$ cat config.mk
export PLATFORM = sky130hd
export DESIGN_NAME = game_sequencer
export DESIGN_NICKNAME = d
export VERILOG_FILES = /design/src/rtl/game_sequencer.sv
export SDC_FILE = /design/constraint.sdc
export NUM_CORES = 1
export LEC_CHECK = 0
export BUFFER_PORTS_ARGS = -buffer_cell sky130_fd_sc_hd__buf_2
export CORE_MARGIN = 5
export CORE_UTILIZATION = 35
export DETAILED_ROUTE_END_ITERATION = 6
export PLACE_DENSITY = 0.59
export SYNTH_ARGS = -nofsm -noshare
export SYNTH_HDL_FRONTEND = slang
export SYNTH_SLANG_ARGS = --single-unit
$ cat constraint.sdc
create_clock -name Clk100M -period 6.3 [get_ports Clk100M]
set_input_delay 0.945 -clock Clk100M [delete_from_list [all_inputs] [get_ports Clk100M]]
set_output_delay 0.945 -clock Clk100M [all_outputs]
set_load 0.05 [all_outputs]
$ cat src/rtl/game_sequencer.sv
// Round/level sequencer for the symbol-counting game: paces symbol spawns,
// tallies hits and misses, and hands level advance to the level controller.
module game_sequencer #(
    parameter int          HITS_PER_LEVEL = 10,
    parameter int          MAX_MISSES     = 3,
    parameter int          INTRO_CYCLES   = 100000000,
    parameter int          SYM_BITS       = 4,
    parameter logic [15:0] LFSR_SEED      = 16'hACE1
) (
    input  logic                Clk100M,
    input  logic                Rst,
    input  logic                start,
    input  logic                hit,
    input  logic                miss,
    input  logic                newLevel,
    input  logic                victory,
    input  logic [3:0]          curLevel,
    input  logic [31:0]         symGenMax,
    output logic                incLevel,
    output logic                spawnSym,
    output logic [SYM_BITS-1:0] symCode,
    output logic [15:0]         score,
    output logic [3:0]          missCnt,
    output logic                playing,
    output logic                gameOver,
    output logic                won,
    output logic [3:0]          levelOut
);

    typedef enum logic [2:0] {
        IDLE, INTRO, PLAY, LVL_DONE, LVL_WAIT, WIN, LOSE
    } state_t;

    localparam logic [15:0] SEED_EFF    = (LFSR_SEED == 16'h0000) ? 16'hACE1 : LFSR_SEED;
    localparam logic [31:0] INTRO_LAST  = 32'(INTRO_CYCLES - 1);
    localparam logic [15:0] HITS_TARGET = 16'(HITS_PER_LEVEL);
    localparam logic [3:0]  MISS_TARGET = 4'(MAX_MISSES);

    state_t      state_reg;
    logic [31:0] intro_cnt_reg;
    logic [31:0] spawn_timer_reg;
    logic [15:0] hit_cnt_reg;
    logic [15:0] lfsr_reg;

    logic [15:0] lfsr_next;
    logic [15:0] hit_cnt_next;
    logic [15:0] score_next;
    logic [3:0]  miss_cnt_next;
    logic [31:0] period_last;

    // Fibonacci LFSR, x^16+x^14+x^13+x^11+1, shifting toward the MSB
    assign lfsr_next[0] = lfsr_reg[15] ^ lfsr_reg[13] ^ lfsr_reg[12] ^ lfsr_reg[10];
    generate
        for (genvar gi = 1; gi < 16; gi++) begin : g_lfsr_shift
            assign lfsr_next[gi] = lfsr_reg[gi-1];
        end
    endgenerate

    always_comb begin
        period_last   = (symGenMax == 32'd0) ? 32'd0 : symGenMax - 32'd1;
        hit_cnt_next  = hit_cnt_reg;
        score_next    = score;
        miss_cnt_next = missCnt;
        if (hit) begin
            hit_cnt_next = hit_cnt_reg + 16'd1;
            if (score != 16'hFFFF)
                score_next = score + 16'd1;
        end
        if (miss && missCnt != 4'hF)
            miss_cnt_next = missCnt + 4'd1;
    end

    always_ff @(posedge Clk100M) begin
        if (Rst) begin
            state_reg       <= IDLE;
            intro_cnt_reg   <= '0;
            spawn_timer_reg <= '0;
            hit_cnt_reg     <= '0;
            lfsr_reg        <= SEED_EFF;
            incLevel        <= 1'b0;
            spawnSym        <= 1'b0;
            symCode         <= '0;
            score           <= '0;
            missCnt         <= '0;
            playing         <= 1'b0;
            gameOver        <= 1'b0;
            won             <= 1'b0;
            levelOut        <= '0;
        end else begin
            levelOut <= curLevel;
            incLevel <= 1'b0;
            spawnSym <= 1'b0;
            case (state_reg)
                IDLE: begin
                    if (start) begin
                        state_reg     <= INTRO;
                        intro_cnt_reg <= '0;
                    end
                end
                INTRO: begin
                    intro_cnt_reg <= intro_cnt_reg + 32'd1;
                    if (intro_cnt_reg == INTRO_LAST) begin
                        state_reg       <= PLAY;
                        spawn_timer_reg <= '0;
                        hit_cnt_reg     <= '0;
                        playing         <= 1'b1;
                    end
                end
                PLAY: begin
                    hit_cnt_reg <= hit_cnt_next;
                    score       <= score_next;
                    missCnt     <= miss_cnt_next;
                    // Leaving PLAY wins over a spawn that falls due on the same cycle
                    if (miss_cnt_next == MISS_TARGET) begin
                        state_reg       <= LOSE;
                        spawn_timer_reg <= '0;
                        playing         <= 1'b0;
                        gameOver        <= 1'b1;
                        won             <= 1'b0;
                    end else if (hit_cnt_next == HITS_TARGET) begin
                        state_reg       <= LVL_DONE;
                        spawn_timer_reg <= '0;
                        playing         <= 1'b0;
                    end else if (spawn_timer_reg >= period_last) begin
                        spawn_timer_reg <= '0;
                        spawnSym        <= 1'b1;
                        symCode         <= lfsr_reg[SYM_BITS-1:0];
                        lfsr_reg        <= lfsr_next;
                    end else begin
                        spawn_timer_reg <= spawn_timer_reg + 32'd1;
                    end
                end
                LVL_DONE: begin
                    incLevel  <= 1'b1;
                    state_reg <= LVL_WAIT;
                end
                LVL_WAIT: begin
                    if (victory) begin
                        state_reg <= WIN;
                        gameOver  <= 1'b1;
                        won       <= 1'b1;
                    end else if (newLevel) begin
                        state_reg     <= INTRO;
                        intro_cnt_reg <= '0;
                    end
                end
                WIN, LOSE: begin
                end
                default: state_reg <= IDLE;
            endcase
        end
    end

endmodule

==> out/results.env, run 1 <==
RESULT_OF_THE_RUN='completed'
TRITONCTS_NUM_SINKS=128
CRITICALPATHCATEGORY='input port to flip-flop'
REMAINING_DRC_ERRORS=0
GRT_ANTENNA_BEFORE_REPAIR=0
HP-CLASS='flip-flop to flip-flop'
DETAIL_ROUTE.VIAS_PER_CELL=5.268
CTSROOTBUFFERMASTER='sky130_fd_sc_hd__clkbuf_16'
FINALNONFILLERCELLS=1328
ROWS=54
GP_CONGESTION=0.8597
TIMING.FINAL.WS_SETUP_NS=1.046
SHARE_OF_LAYOUT_CELLS_ABOVE_DRIVE_STRENGTH_1=0.1393
DP_WORST_SETUP_SLACK_NS=0.5835
FMAX_MHz=190.3
GRT_SETUP_UNREPAIRED='false'
PLACEABLECOREAREA_UM2=21960
SYNTH-MAIN-FF-CELL='sky130_fd_sc_hd__dfxtp_1'
OVERALL_DIE_WIDTH_UM=159.9
PROPORTION_OF_SYNTHESIZED_CHIP_AREA_IN_SEQUENTIAL_CELLS=0.3259
DRV_CAP=0
VIAS=6996
MOSTFREQUENTLAYOUTCELL='sky130_fd_sc_hd__dfxtp_1'
SYNTH.DISTINCT_CELLS=65
SYNTH_NETS=1064
SKEW_NS=0.01115
POSTCTSSETUPREPAIRBUFS=0
CP-END-KIND='flip-flop'
CTS-RESIZED-GATES=0
POWER.DENSITY_CELL_AREA_nW_PER_UM2=215.8
DPL.HPWL_MM=13.11
CTS_HOLD_BUF=0
FINAL_PERIOD_MINUS_WORST_SETUP_SLACK_NS=5.254
INSERTEDDIODECOUNT=0
EDFF_COUNT_SYNTH=0
FIN_CRIT_SH=0.8340
CTS-BUFFERS-INSERTED=17
TOP_LEVEL_PORTS=76
GLOBAL_ROUTE_WIRE_LENGTH_BEFORE_REPAIR_MM=32.14
TIMING.FINAL.MAX_SLEW_VIOLATIONS=0
STARTING_DENSITY_OF_THE_CORE=0.3581
DIE_HEIGHT_UM=159.9
PORT_BUFFERS=75
GRT_UTIL_ALL_LAYERS=0.1462
TIMING.CRITICAL_PATH.ARRIVAL_NS=5.60
PIN_COUNT_OF_THE_BIGGEST_NET_ENTERING_GLOBAL_ROUTING=72
SYN-CELL-AREA_UM2=7863
DPL.CELL_COUNT=1296
NUMBER_OF_SYNTHESIZED_REGISTER_BITS=128
CRIT_PATH_START_KIND='input port'
FIRSTDRTPASSITERS=5
MOST-COMMON-LAYOUT-CELLS='128 x sky130_fd_sc_hd__dfxtp_1, 120 x sky130_fd_sc_hd__nand2_1, 114 x sky130_fd_sc_hd__nor2_1'
DESIGN.DIE.AREA_UM2=25560
SYNTH_ASYNC_SR_FLOP_SHARE=0
HTREE_NUM_LEVELS=4
FINALHOLDVIOLATIONS=0
FINAL_NET_COUNT=1117
TOTAL_LEAKAGE_POWER_nW=3.442
CLK_PATH_BUF_DEPTH=2
CRITICAL_PATH.MAX_FANOUT=18
TNS_NS=0
SYNTHESIZED_NETLIST_CELL_COUNT=982
WORST_SETUP_HOLD_PATH_CLK_SLEW_NS=0.07
SYN-MEAN-INSTANCE-AREA_UM2=8.007
SYNTH.YOSYS.WARNINGS=0
SETUP_VIOLATIONS=0
SYN2LAYOUT_AREA_GROWTH_PCT=15.09
VDD_DROP_MAX_V=0.0002143
TIMING.SLEW.HEADROOM=0.3302
WL_MM=18.68
WIRE_PER_INST_UM=14.07
GRT_PASS1_VIAS=6511
DETAIL_ROUTE.ITER0.VIOLATIONS=429
WORST_SKEW_PAIR.LATE_LATENCY_NS=0.42
WORST_EP_REQUIRED_TIME_NS=6.65
RESIDUAL_ANTENNA_VIOLATING_NET_COUNT_AFTER_DETAILED_ROUTING=0
CTS_TREE='done'
GRT_OVERFLOW_TOTAL=0
TIGHTESTPINTRANSITION_NS=1.005
==> worst max-delay path: stages <==
cell and delay [ns]:
sky130_fd_sc_hd__buf_2 0.11, sky130_fd_sc_hd__or4_1 0.58, sky130_fd_sc_hd__nor4_1 0.28, sky130_fd_sc_hd__nand2b_1 0.16
sky130_fd_sc_hd__nor4_1 0.49, sky130_fd_sc_hd__nand2_1 0.38, sky130_fd_sc_hd__buf_4 0.31, sky130_fd_sc_hd__nand2_1 0.08
sky130_fd_sc_hd__ha_1 0.14, sky130_fd_sc_hd__nand4_1 0.13, sky130_fd_sc_hd__nor4_1 0.37, sky130_fd_sc_hd__nand2_1 0.11
sky130_fd_sc_hd__o21bai_1 0.58, sky130_fd_sc_hd__and2_1 0.68, sky130_fd_sc_hd__mux2i_1 0.25
==> layer usage <==
layer,vias to the layer above,wire length (µm),global-route usage,part of all wire
li1,3670,-,-,-
met1,3217,9755,0.2091,0.52
met2,96,8100,0.2237,0.43
met3,13,673,0.03119,0.036
met4,0,150,0.03911,0.0080
met5,-,0,0,0
==> cells in the mapped netlist, types with 10 or more instances <==
cell | n | share of area
sky130_fd_sc_hd__a211oi_1 | 15 | 0.014
sky130_fd_sc_hd__a41oi_1 | 12 | 0.013
sky130_fd_sc_hd__and3_1 | 21 | 0.017
sky130_fd_sc_hd__nand3_1 | 51 | 0.032
sky130_fd_sc_hd__nand2_1 | 120 | 0.057
sky130_fd_sc_hd__nor2_1 | 114 | 0.054
sky130_fd_sc_hd__nand4_1 | 28 | 0.022
sky130_fd_sc_hd__o21ai_0 | 32 | 0.020
sky130_fd_sc_hd__nor3_1 | 32 | 0.020
sky130_fd_sc_hd__mux2i_1 | 17 | 0.022
sky130_fd_sc_hd__a21oi_1 | 44 | 0.028
sky130_fd_sc_hd__nor4_1 | 15 | 0.012
sky130_fd_sc_hd__clkbuf_1 | 30 | 0.014
sky130_fd_sc_hd__a31oi_1 | 14 | 0.011
sky130_fd_sc_hd__or3_1 | 13 | 0.010
sky130_fd_sc_hd__inv_1 | 20 | 0.0095
sky130_fd_sc_hd__xnor2_1 | 34 | 0.038
sky130_fd_sc_hd__and4_1 | 10 | 0.011
sky130_fd_sc_hd__ha_1 | 39 | 0.062
sky130_fd_sc_hd__buf_2 | 10 | 0.0064
sky130_fd_sc_hd__xor2_1 | 51 | 0.057
sky130_fd_sc_hd__dfxtp_1 | 128 | 0.33
==> power by group <==
part           switching, mW  internal (mW)
Sequential           0.00891          0.816
Combinational         0.0771         0.0423
Clock                  0.413          0.595
Total                  0.499           1.45
==> area by class of cell <==
class | count | area [µm²]
clock inverter | 15 | 173.9
tap | 280 | 350.3
clock buffer | 17 | 425.4
sequential | 128 | 2562
timing repair buffer | 85 | 450.4
multi-input combinational | 783 | 5011
fill | 2219 | 12910
inverter | 20 | 75.07
==> final timing paths <==
path,start,to,slack (ns),cells past startpoint
max,symGenMax[23],lfsr_reg[10]$_SDFFE_PP1P_,1.05,15
min,lfsr_reg[8]$_SDFFE_PP0P_,lfsr_reg[9]$_SDFFE_PP0P_,0.47,2
max reg2reg,hit_cnt_reg[0]$_SDFFE_PP0P_,lfsr_reg[10]$_SDFFE_PP1P_,2.79,9
min reg2reg,lfsr_reg[8]$_SDFFE_PP0P_,lfsr_reg[9]$_SDFFE_PP0P_,0.47,2
==> cells by family after synthesis <==
kind of cell	after synthesis	synth area share
DFF	128	0.3259
xor gates and xnor gates	85	0.09469
muxes	17	0.02164
and+or+nand+nor	474	0.3135
adders and majority gates	39	0.06206
AOI/OAI and AO/OA	168	0.1429
buffers and inverters	71	0.03931
==> through the flow <==
stage / power, mW / utilization / hold WS (ns) / instance area [µm²]
after CTS: 1.981 / 0.4121 / 0.4713 / 9049
after global routing: 2.029 / 0.4121 / 0.5000 / 9049
final: 1.952 / 0.4121 / 0.4670 / 9049
after global placement: 0.9617 / 0.3848 / 0.4465 / 8449
after detailed placement: 0.9620 / 0.3848 / 0.4616 / 8449
after floorplan: 0.9190 / - / 0.4351 / 7863
Note: power is estimated with default switching activity, not from simulation.
==> run 2, diff against run 1 <==
- PLACE_DENSITY: 0.59 -> 0.61
- clock period: 6.3 -> 4.75 ns (I/O delays scaled with it)
==> run 2 against run 1 <==
Worst setup slack worse by 0.61 ns. First-iteration DRC count up 23%. Total power up 30%. Clock power up 28%. Routed wire length down 1.1%. Clock skew down 0.0012 ns. Register-to-register slack worse by 0.96 ns. Via count up 0.51%. Critical path depth up 1. Combinational power up 33%. Flip-flop and latch count unchanged. Final cell count up 0.98%. Largest cell class unchanged.
==> out/results.env, run 2 (synthesis gave the netlist of run 1 again) <==
DETAIL_ROUTE.ITER0.VIOLATIONS=527  # was 429
WIRE_PER_INST_UM=13.78  # was 14.07 µm
DIE_HEIGHT_UM=159.9  # unchanged
PLACEABLECOREAREA_UM2=21960  # unchanged
OVERALL_DIE_WIDTH_UM=159.9  # unchanged
TIMING.SLEW.HEADROOM=0.3125  # was 0.3302
CP_NUM_BUF_INV=2  # unchanged
CTS_TREE='done'  # unchanged
TOTAL_LEAKAGE_POWER_nW=3.515  # was 3.442 nW
STARTING_DENSITY_OF_THE_CORE=0.3581  # unchanged
DPL.HPWL_MM=13.13  # was 13.11 mm
CP_CELL_SEQUENCE='buf_2 > or4_1 > nor4_2 > nand3_1 > or4_1 > nor3_1 > a21oi_1 > ha_1 > nand4_1 > nor4_1 > a22oi_1 > nand3_1 > o21bai_1 > and2_1 > buf_4 > mux2i_1'  # was buf_2 > or4_1 > nor4_1 > nand2b_1 > nor4_1 > nand2_1 > buf_4 > nand2_1 > ha_1 > nand4_1 > nor4_1 > nand2_1 > o21bai_1 > and2_1 > mux2i_1
FMAX_MHz=231.6
FINALHOLDVIOLATIONS=0  # unchanged
FIRSTDRTPASSITERS=4  # was 5
ROWS=54  # unchanged
GRT_UTIL_ALL_LAYERS=0.1456  # was 0.1462
CRITICAL_PATH.MAX_FANOUT=11  # was 18
DPL-INSTANCE-AREA_UM2=8559  # was 8449 µm²
TRITONCTS_NUM_SINKS=128  # unchanged
SETUP_VIOLATIONS=0  # unchanged
SHARE_OF_LAYOUT_CELLS_ABOVE_DRIVE_STRENGTH_1=0.1499  # was 0.1393
FINAL_CELL_AREA_UM2=9148  # was 9049 µm²
TIGHTESTPINTRANSITION_NS=1.031  # was 1.005 ns
CTS-RESIZED-GATES=0  # unchanged
MOSTFREQUENTLAYOUTCELL='sky130_fd_sc_hd__dfxtp_1'  # unchanged
FINAL_NET_COUNT=1130  # was 1117
TOP_LEVEL_PORTS=76  # unchanged
TIMING.CRITICAL_PATH.ARRIVAL_NS=4.67  # was 5.60 ns
GRT_SETUP_UNREPAIRED='false'  # unchanged
CRIT_PATH_START_KIND='input port'  # unchanged
WORST_PATH_MAX_DELAY_CELL='sky130_fd_sc_hd__or4_1'  # was sky130_fd_sc_hd__and2_1
RESULT_OF_THE_RUN='completed'  # unchanged
FINAL_PERIOD_MINUS_WORST_SETUP_SLACK_NS=4.318
HTREE_NUM_LEVELS=4  # unchanged
FINALNONFILLERCELLS=1341  # was 1328
CTS_HOLD_BUF=0  # unchanged
PORT_BUFFERS=75  # unchanged
CPLARGESTDELAYFAMILY='simple AND/OR/NAND/NOR gates'  # unchanged
CP-END-KIND='flip-flop'  # unchanged
REMAINING_DRC_ERRORS=0  # unchanged
WORST_SETUP_HOLD_PATH_CLK_SLEW_NS=0.06  # was 0.07 ns
MOST-COMMON-LAYOUT-CELLS='128 x sky130_fd_sc_hd__dfxtp_1, 120 x sky130_fd_sc_hd__nand2_1, 114 x sky130_fd_sc_hd__nor2_1'  # unchanged
DRV_CAP=0  # unchanged
PIN_COUNT_OF_THE_BIGGEST_NET_ENTERING_GLOBAL_ROUTING=58  # was 72
CTSROOTBUFFERMASTER='sky130_fd_sc_hd__clkbuf_16'  # unchanged
RESIDUAL_ANTENNA_VIOLATING_NET_COUNT_AFTER_DETAILED_ROUTING=0  # unchanged
UTILIZATION=0.4166  # was 0.4121
WORST_EP_REQUIRED_TIME_NS=5.10  # was 6.65 ns
GLOBAL_ROUTE_WIRE_LENGTH_BEFORE_REPAIR_MM=32.07  # was 32.14 mm
POSTCTSSETUPREPAIRBUFS=0  # unchanged
SYN2LAYOUT_AREA_GROWTH_PCT=16.34  # was 15.09%
DESIGN.DIE.AREA_UM2=25560  # unchanged
FILLER_CELL_COUNT=2228  # was 2219
FIN_CRIT_SH=0.9091
WL_MM=18.48  # was 18.68 mm
CLK_PATH_BUF_DEPTH=2  # unchanged
VIAS=7032  # was 6996
GRT_OVERFLOW_TOTAL=0  # unchanged
SKEW_NS=0.009935  # was 0.01115 ns
DETAIL_ROUTE.VIAS_PER_CELL=5.244  # was 5.268
INSERTEDDIODECOUNT=0  # unchanged
GRT_PASS1_VIAS=6579  # was 6511
POWER.DENSITY_CELL_AREA_nW_PER_UM2=277.4  # was 215.8 nW/µm²
GRT_ANTENNA_BEFORE_REPAIR=0  # unchanged
WORST_SKEW_PAIR.LATE_LATENCY_NS=0.42  # about the same
HP-CLASS='flip-flop to flip-flop'  # unchanged
GP_CONGESTION=0.8422  # was 0.8597
CTS-BUFFERS-INSERTED=17  # unchanged
CRITICALPATHCATEGORY='input port to flip-flop'  # unchanged
CRITICAL-PATH-MAX-STAGE-DELAY_NS=0.59  # was 0.68 ns
TIMING.FINAL.MAX_SLEW_VIOLATIONS=0  # unchanged
DPL.CELL_COUNT=1309  # was 1296
VDD_DROP_MAX_V=0.0001850  # was 0.0002143 V
==> run 2: cell count changes in the layout (fill, tap and decap cells not counted), sizes merged <==
cell / previous run / this run
clkinvlp: 4 / 2
buf: 85 / 98
clkinv: 1 / 8
inv: 28 / 23
==> run 2: stage by stage <==
step / power, mW / setup slack (ns) / hold WS [ns] / setup TNS (ns)
2_1_floorplan: 1.219 / 0.1970 / 0.4351 / 0
5_1_grt: 2.649 / 0.06021 / 0.4776 / 0
4_1_cts: 2.573 / 0.4160 / 0.4673 / 0
6_report: 2.538 / 0.4315 / 0.4635 / 0
3_5_place_dp: 1.275 / -0.008073 / 0.4581 / -0.01979
3_3_place_gp: 1.274 / 0.08869 / 0.4441 / 0
==> run 2: final timing paths <==
| check | slack, ns | start | cells past startpoint | endpoint |
|---|---|---|---|---|
| worst max-delay path | 0.43 | symGenMax[11] | 16 | lfsr_reg[5]$_SDFFE_PP1P_ |
| worst max register to register | 1.83 | hit_cnt_reg[0]$_SDFFE_PP0P_ | 9 | spawn_timer_reg[0]$_SDFFE_PP0P_ |
| worst min register to register | 0.46 | lfsr_reg[9]$_SDFFE_PP0P_ | 2 | lfsr_reg[9]$_SDFFE_PP0P_ |
| worst min-delay path | 0.46 | lfsr_reg[9]$_SDFFE_PP0P_ | 2 | lfsr_reg[9]$_SDFFE_PP0P_ |
==> run 2: report_power, final <==
part / internal [mW] / switching [mW]
clock: 0.779 / 0.508
combinational: 0.0562 / 0.102
sequential: 1.08 / 0.0115
==> run 2: tightest hold or removal path, delay by kind of cell (launching register included) <==
| kind | cells | cell delay (ns) |
|---|---|---|
| and+or+nand+nor | 1 | 0.05 |
| muxes | 1 | 0.06 |
| DFF | 1 | 0.31 |
==> run 2: layer usage <==
| layer | routed length (µm) | vias to the layer above | GRT usage |
|---|---|---|---|
| met2 | 8134 | 95 | 0.2241 |
| li1 | - | 3675 | - |
| met1 | 9542 | 3251 | 0.2055 |
| met5 | 0 | - | 0 |
| met4 | 141 | 0 | 0.03715 |
| met3 | 663 | 11 | 0.03505 |
==> run 2: layout make-up <==
class / count / area [µm²] / share of cell area
inverter: 20 / 75.07 / 0.008207
sequential: 128 / 2562 / 0.2801
tap: 280 / 350.3 / 0.03830
clock buffer: 17 / 425.4 / 0.04651
multi-input combinational: 783 / 5011 / 0.5478
clock inverter: 15 / 162.7 / 0.01778
timing repair buffer: 98 / 560.5 / 0.06128
==> run 3, diff against run 2 <==
- CORE_UTILIZATION: 35 -> 54
- PLACE_DENSITY: 0.61 -> 0.84
==> run 3 against run 2 <==
Utilization up 21 points. Non-clock buffer count down 9. Fmax up 2.4%. Total power up 1.2%. Flip-flop and latch count unchanged. Worst setup slack better by 0.099 ns. Worst hold slack better by 0.0015 ns. Routed wire length down 3.8%.
==> out/results.env, run 3 (synthesis gave the netlist of run 1 again) <==
CP-END-KIND='flip-flop'  # unchanged
CRIT_PATH_START='symGenMax[11]'  # unchanged
TIGHTESTPINTRANSITION_NS=0.9923  # was 1.031 ns
POSTCTSSETUPREPAIRBUFS=0  # unchanged
SKEW_NS=0.009188  # was 0.009935 ns
DETAIL_ROUTE.VIAS_PER_CELL=5.862  # was 5.244
RESIDUAL_ANTENNA_VIOLATING_NET_COUNT_AFTER_DETAILED_ROUTING=0  # unchanged
GRT_SETUP_UNREPAIRED='false'  # unchanged
WORST_HOLD_MARGIN_NS=0.4651  # was 0.4635 ns
SYN2LAYOUT_AREA_GROWTH_PCT=14.35  # was 16.34%
WORST_SKEW_PAIR.LATE_LATENCY_NS=0.42  # about the same
HP-CLASS='flip-flop to flip-flop'  # unchanged
FIRSTDRTPASSITERS=5  # was 4
CRITICALPATHCATEGORY='input port to flip-flop'  # unchanged
HTREE_NUM_LEVELS=4  # unchanged
POWER.DENSITY_CELL_AREA_nW_PER_UM2=285.7  # was 277.4 nW/µm²
FIN_CRIT_SH=0.8882  # was 0.9091
CLK_PATH_BUF_DEPTH=2  # unchanged
PORT_BUFFERS=75  # unchanged
REMAINING_DRC_ERRORS=0  # unchanged
WORST_PATH_MAX_DELAY_CELL='sky130_fd_sc_hd__or4_1'  # unchanged
VIAS=7245  # was 7032
WIRE_PER_INST_UM=14.38  # was 13.78 µm
FINALHOLDVIOLATIONS=0  # unchanged
TIMING.SLEW.HEADROOM=0.3385  # was 0.3125
DESIGN.DIE.AREA_UM2=17070  # was 25560 µm²
SHARE_OF_LAYOUT_CELLS_ABOVE_DRIVE_STRENGTH_1=0.1426  # was 0.1499
WL_MM=17.77  # was 18.48 mm
TIMING.CRITICAL_PATH.ARRIVAL_NS=4.52  # was 4.67 ns
CRIT_PATH_START_KIND='input port'  # unchanged
TIMING.RR.START='hit_cnt_reg[0]$_SDFFE_PP0P_'  # unchanged
OVERALL_DIE_WIDTH_UM=130.7  # was 159.9 µm
GP_CONGESTION=0.9148  # was 0.8422
DETAIL_ROUTE.ITER0.VIOLATIONS=431  # was 527
GRT_ANTENNA_BEFORE_REPAIR=0  # unchanged
CTS_HOLD_BUF=0  # unchanged
RESULT_OF_THE_RUN='completed'  # unchanged
STARTING_DENSITY_OF_THE_CORE=0.5451  # was 0.3581
GLOBAL_ROUTE_WIRE_LENGTH_BEFORE_REPAIR_MM=30.83  # was 32.07 mm
FINAL_PERIOD_MINUS_WORST_SETUP_SLACK_NS=4.219  # was 4.318 ns
WORST_SETUP_HOLD_PATH_CLK_SLEW_NS=0.06  # about the same
CRITICAL_PATH.MAX_FANOUT=9  # was 11
SETUP_VIOLATIONS=0  # unchanged
TIMING.FINAL.MAX_SLEW_VIOLATIONS=0  # unchanged
WORST_EP_REQUIRED_TIME_NS=5.05  # was 5.10 ns
FMAX_MHz=237.0  # was 231.6 MHz
TOTAL_LEAKAGE_POWER_nW=3.473  # was 3.515 nW
MOST-COMMON-LAYOUT-CELLS='128 x sky130_fd_sc_hd__dfxtp_1, 120 x sky130_fd_sc_hd__nand2_1, 114 x sky130_fd_sc_hd__nor2_1'  # unchanged
ROWS=44  # was 54
VDD_DROP_MAX_V=0.0002120  # was 0.0001850 V
DIE_HEIGHT_UM=130.7  # was 159.9 µm
CTS-RESIZED-GATES=0  # unchanged
GRT_OVERFLOW_TOTAL=0  # unchanged
CTS_TREE='done'  # unchanged
PIN_COUNT_OF_THE_BIGGEST_NET_ENTERING_GLOBAL_ROUTING=57  # was 58
TOP_LEVEL_PORTS=76  # unchanged
CRITICAL-PATH-MAX-STAGE-DELAY_NS=0.58  # was 0.59 ns
TNS_NS=0  # unchanged
GRT_UTIL_ALL_LAYERS=0.2156  # was 0.1456
TRITONCTS_NUM_SINKS=128  # unchanged
PLACEABLECOREAREA_UM2=14420  # was 21960 µm²
INSERTEDDIODECOUNT=0  # unchanged
CTS-BUFFERS-INSERTED=17  # unchanged
GRT_PASS1_VIAS=6665  # was 6579
CP_CELL_SEQUENCE='buf_2 > or4_1 > nor4_2 > nand3_1 > nor2_1 > nand2_1 > xnor2_1 > nand2_1 > ha_1 > nand4_1 > nor4_1 > a22oi_1 > nand3_1 > o21ba_2 > buf_4 > a41oi_1 > mux2i_1'  # was buf_2 > or4_1 > nor4_2 > nand3_1 > or4_1 > nor3_1 > a21oi_1 > ha_1 > nand4_1 > nor4_1 > a22oi_1 > nand3_1 > o21bai_1 > and2_1 > buf_4 > mux2i_1
DRV_CAP=0  # unchanged
HOLD_PATH.STARTPOINT='lfsr_reg[9]$_SDFFE_PP0P_'  # unchanged
FINAL_NET_COUNT=1121  # was 1130
CTSROOTBUFFERMASTER='sky130_fd_sc_hd__clkbuf_16'  # unchanged
MOSTFREQUENTLAYOUTCELL='sky130_fd_sc_hd__dfxtp_1'  # unchanged
DPL.HPWL_MM=12.37  # was 13.13 mm
## run 3: final cells by class
class | instances | area, µm²
clock buffers | 19 | 452.9
clock inverters | 13 | 153.9
fillers | 1250 | 5433
inverters | 20 | 75.07
multi-input cells | 783 | 5011
flip-flops and latches | 128 | 2562
well taps | 184 | 230.2
repair buffers | 89 | 505.5
## run 3: stage by stage
step	cells	worst slack [ns]	instance area, µm²	util	total power, mW
CTS	1236	0.5570	8991	0.6234	2.591
global placement	1204	0.1804	8384	0.5813	1.269
detailed placement	1204	0.1200	8384	0.5813	1.274
finish	1236	0.5309	8991	0.6234	2.569
global route	1236	0.06281	8991	0.6234	2.664
floorplan	982	0.1970	7863	-	1.219
## run 3: final timing paths
| path | to | cells past startpoint | slack, ns |
|---|---|---|---|
| setup / recovery | spawn_timer_reg[25]$_SDFFE_PP0P_ | 17 | 0.53 |
| hold / removal | lfsr_reg[9]$_SDFFE_PP0P_ | 2 | 0.47 |
| setup reg to reg | spawn_timer_reg[5]$_SDFFE_PP0P_ | 9 | 1.76 |
| hold reg to reg | lfsr_reg[9]$_SDFFE_PP0P_ | 2 | 0.47 |
## run 3: power breakdown
group | switching (mW) | leakage, nW | internal, mW | total [mW]
logic | 0.104 | 2.16 | 0.0559 | 0.160
registers | 0.0123 | 1.03 | 1.08 | 1.09
clock network | 0.505 | 0.285 | 0.810 | 1.31
## run 3: worst max-delay path: cells and delay by family
family,cells,cell delay [ns]
simple gates,9,2.39
compound gates,3,0.54
buf+inv,2,0.30
fa+ha+maj,1,0.30
xor+xnor,1,0.17
mux,1,0.10
## run 3: routing by layer
metal / vias up / share of wire / track usage
met3: 29 / 0.058 / 0.04024
met4: 0 / 0.016 / 0.08106
met2: 203 / 0.46 / 0.3383
li1: 3676 / - / -
met1: 3337 / 0.47 / 0.2959
met5: - / 0 / 0
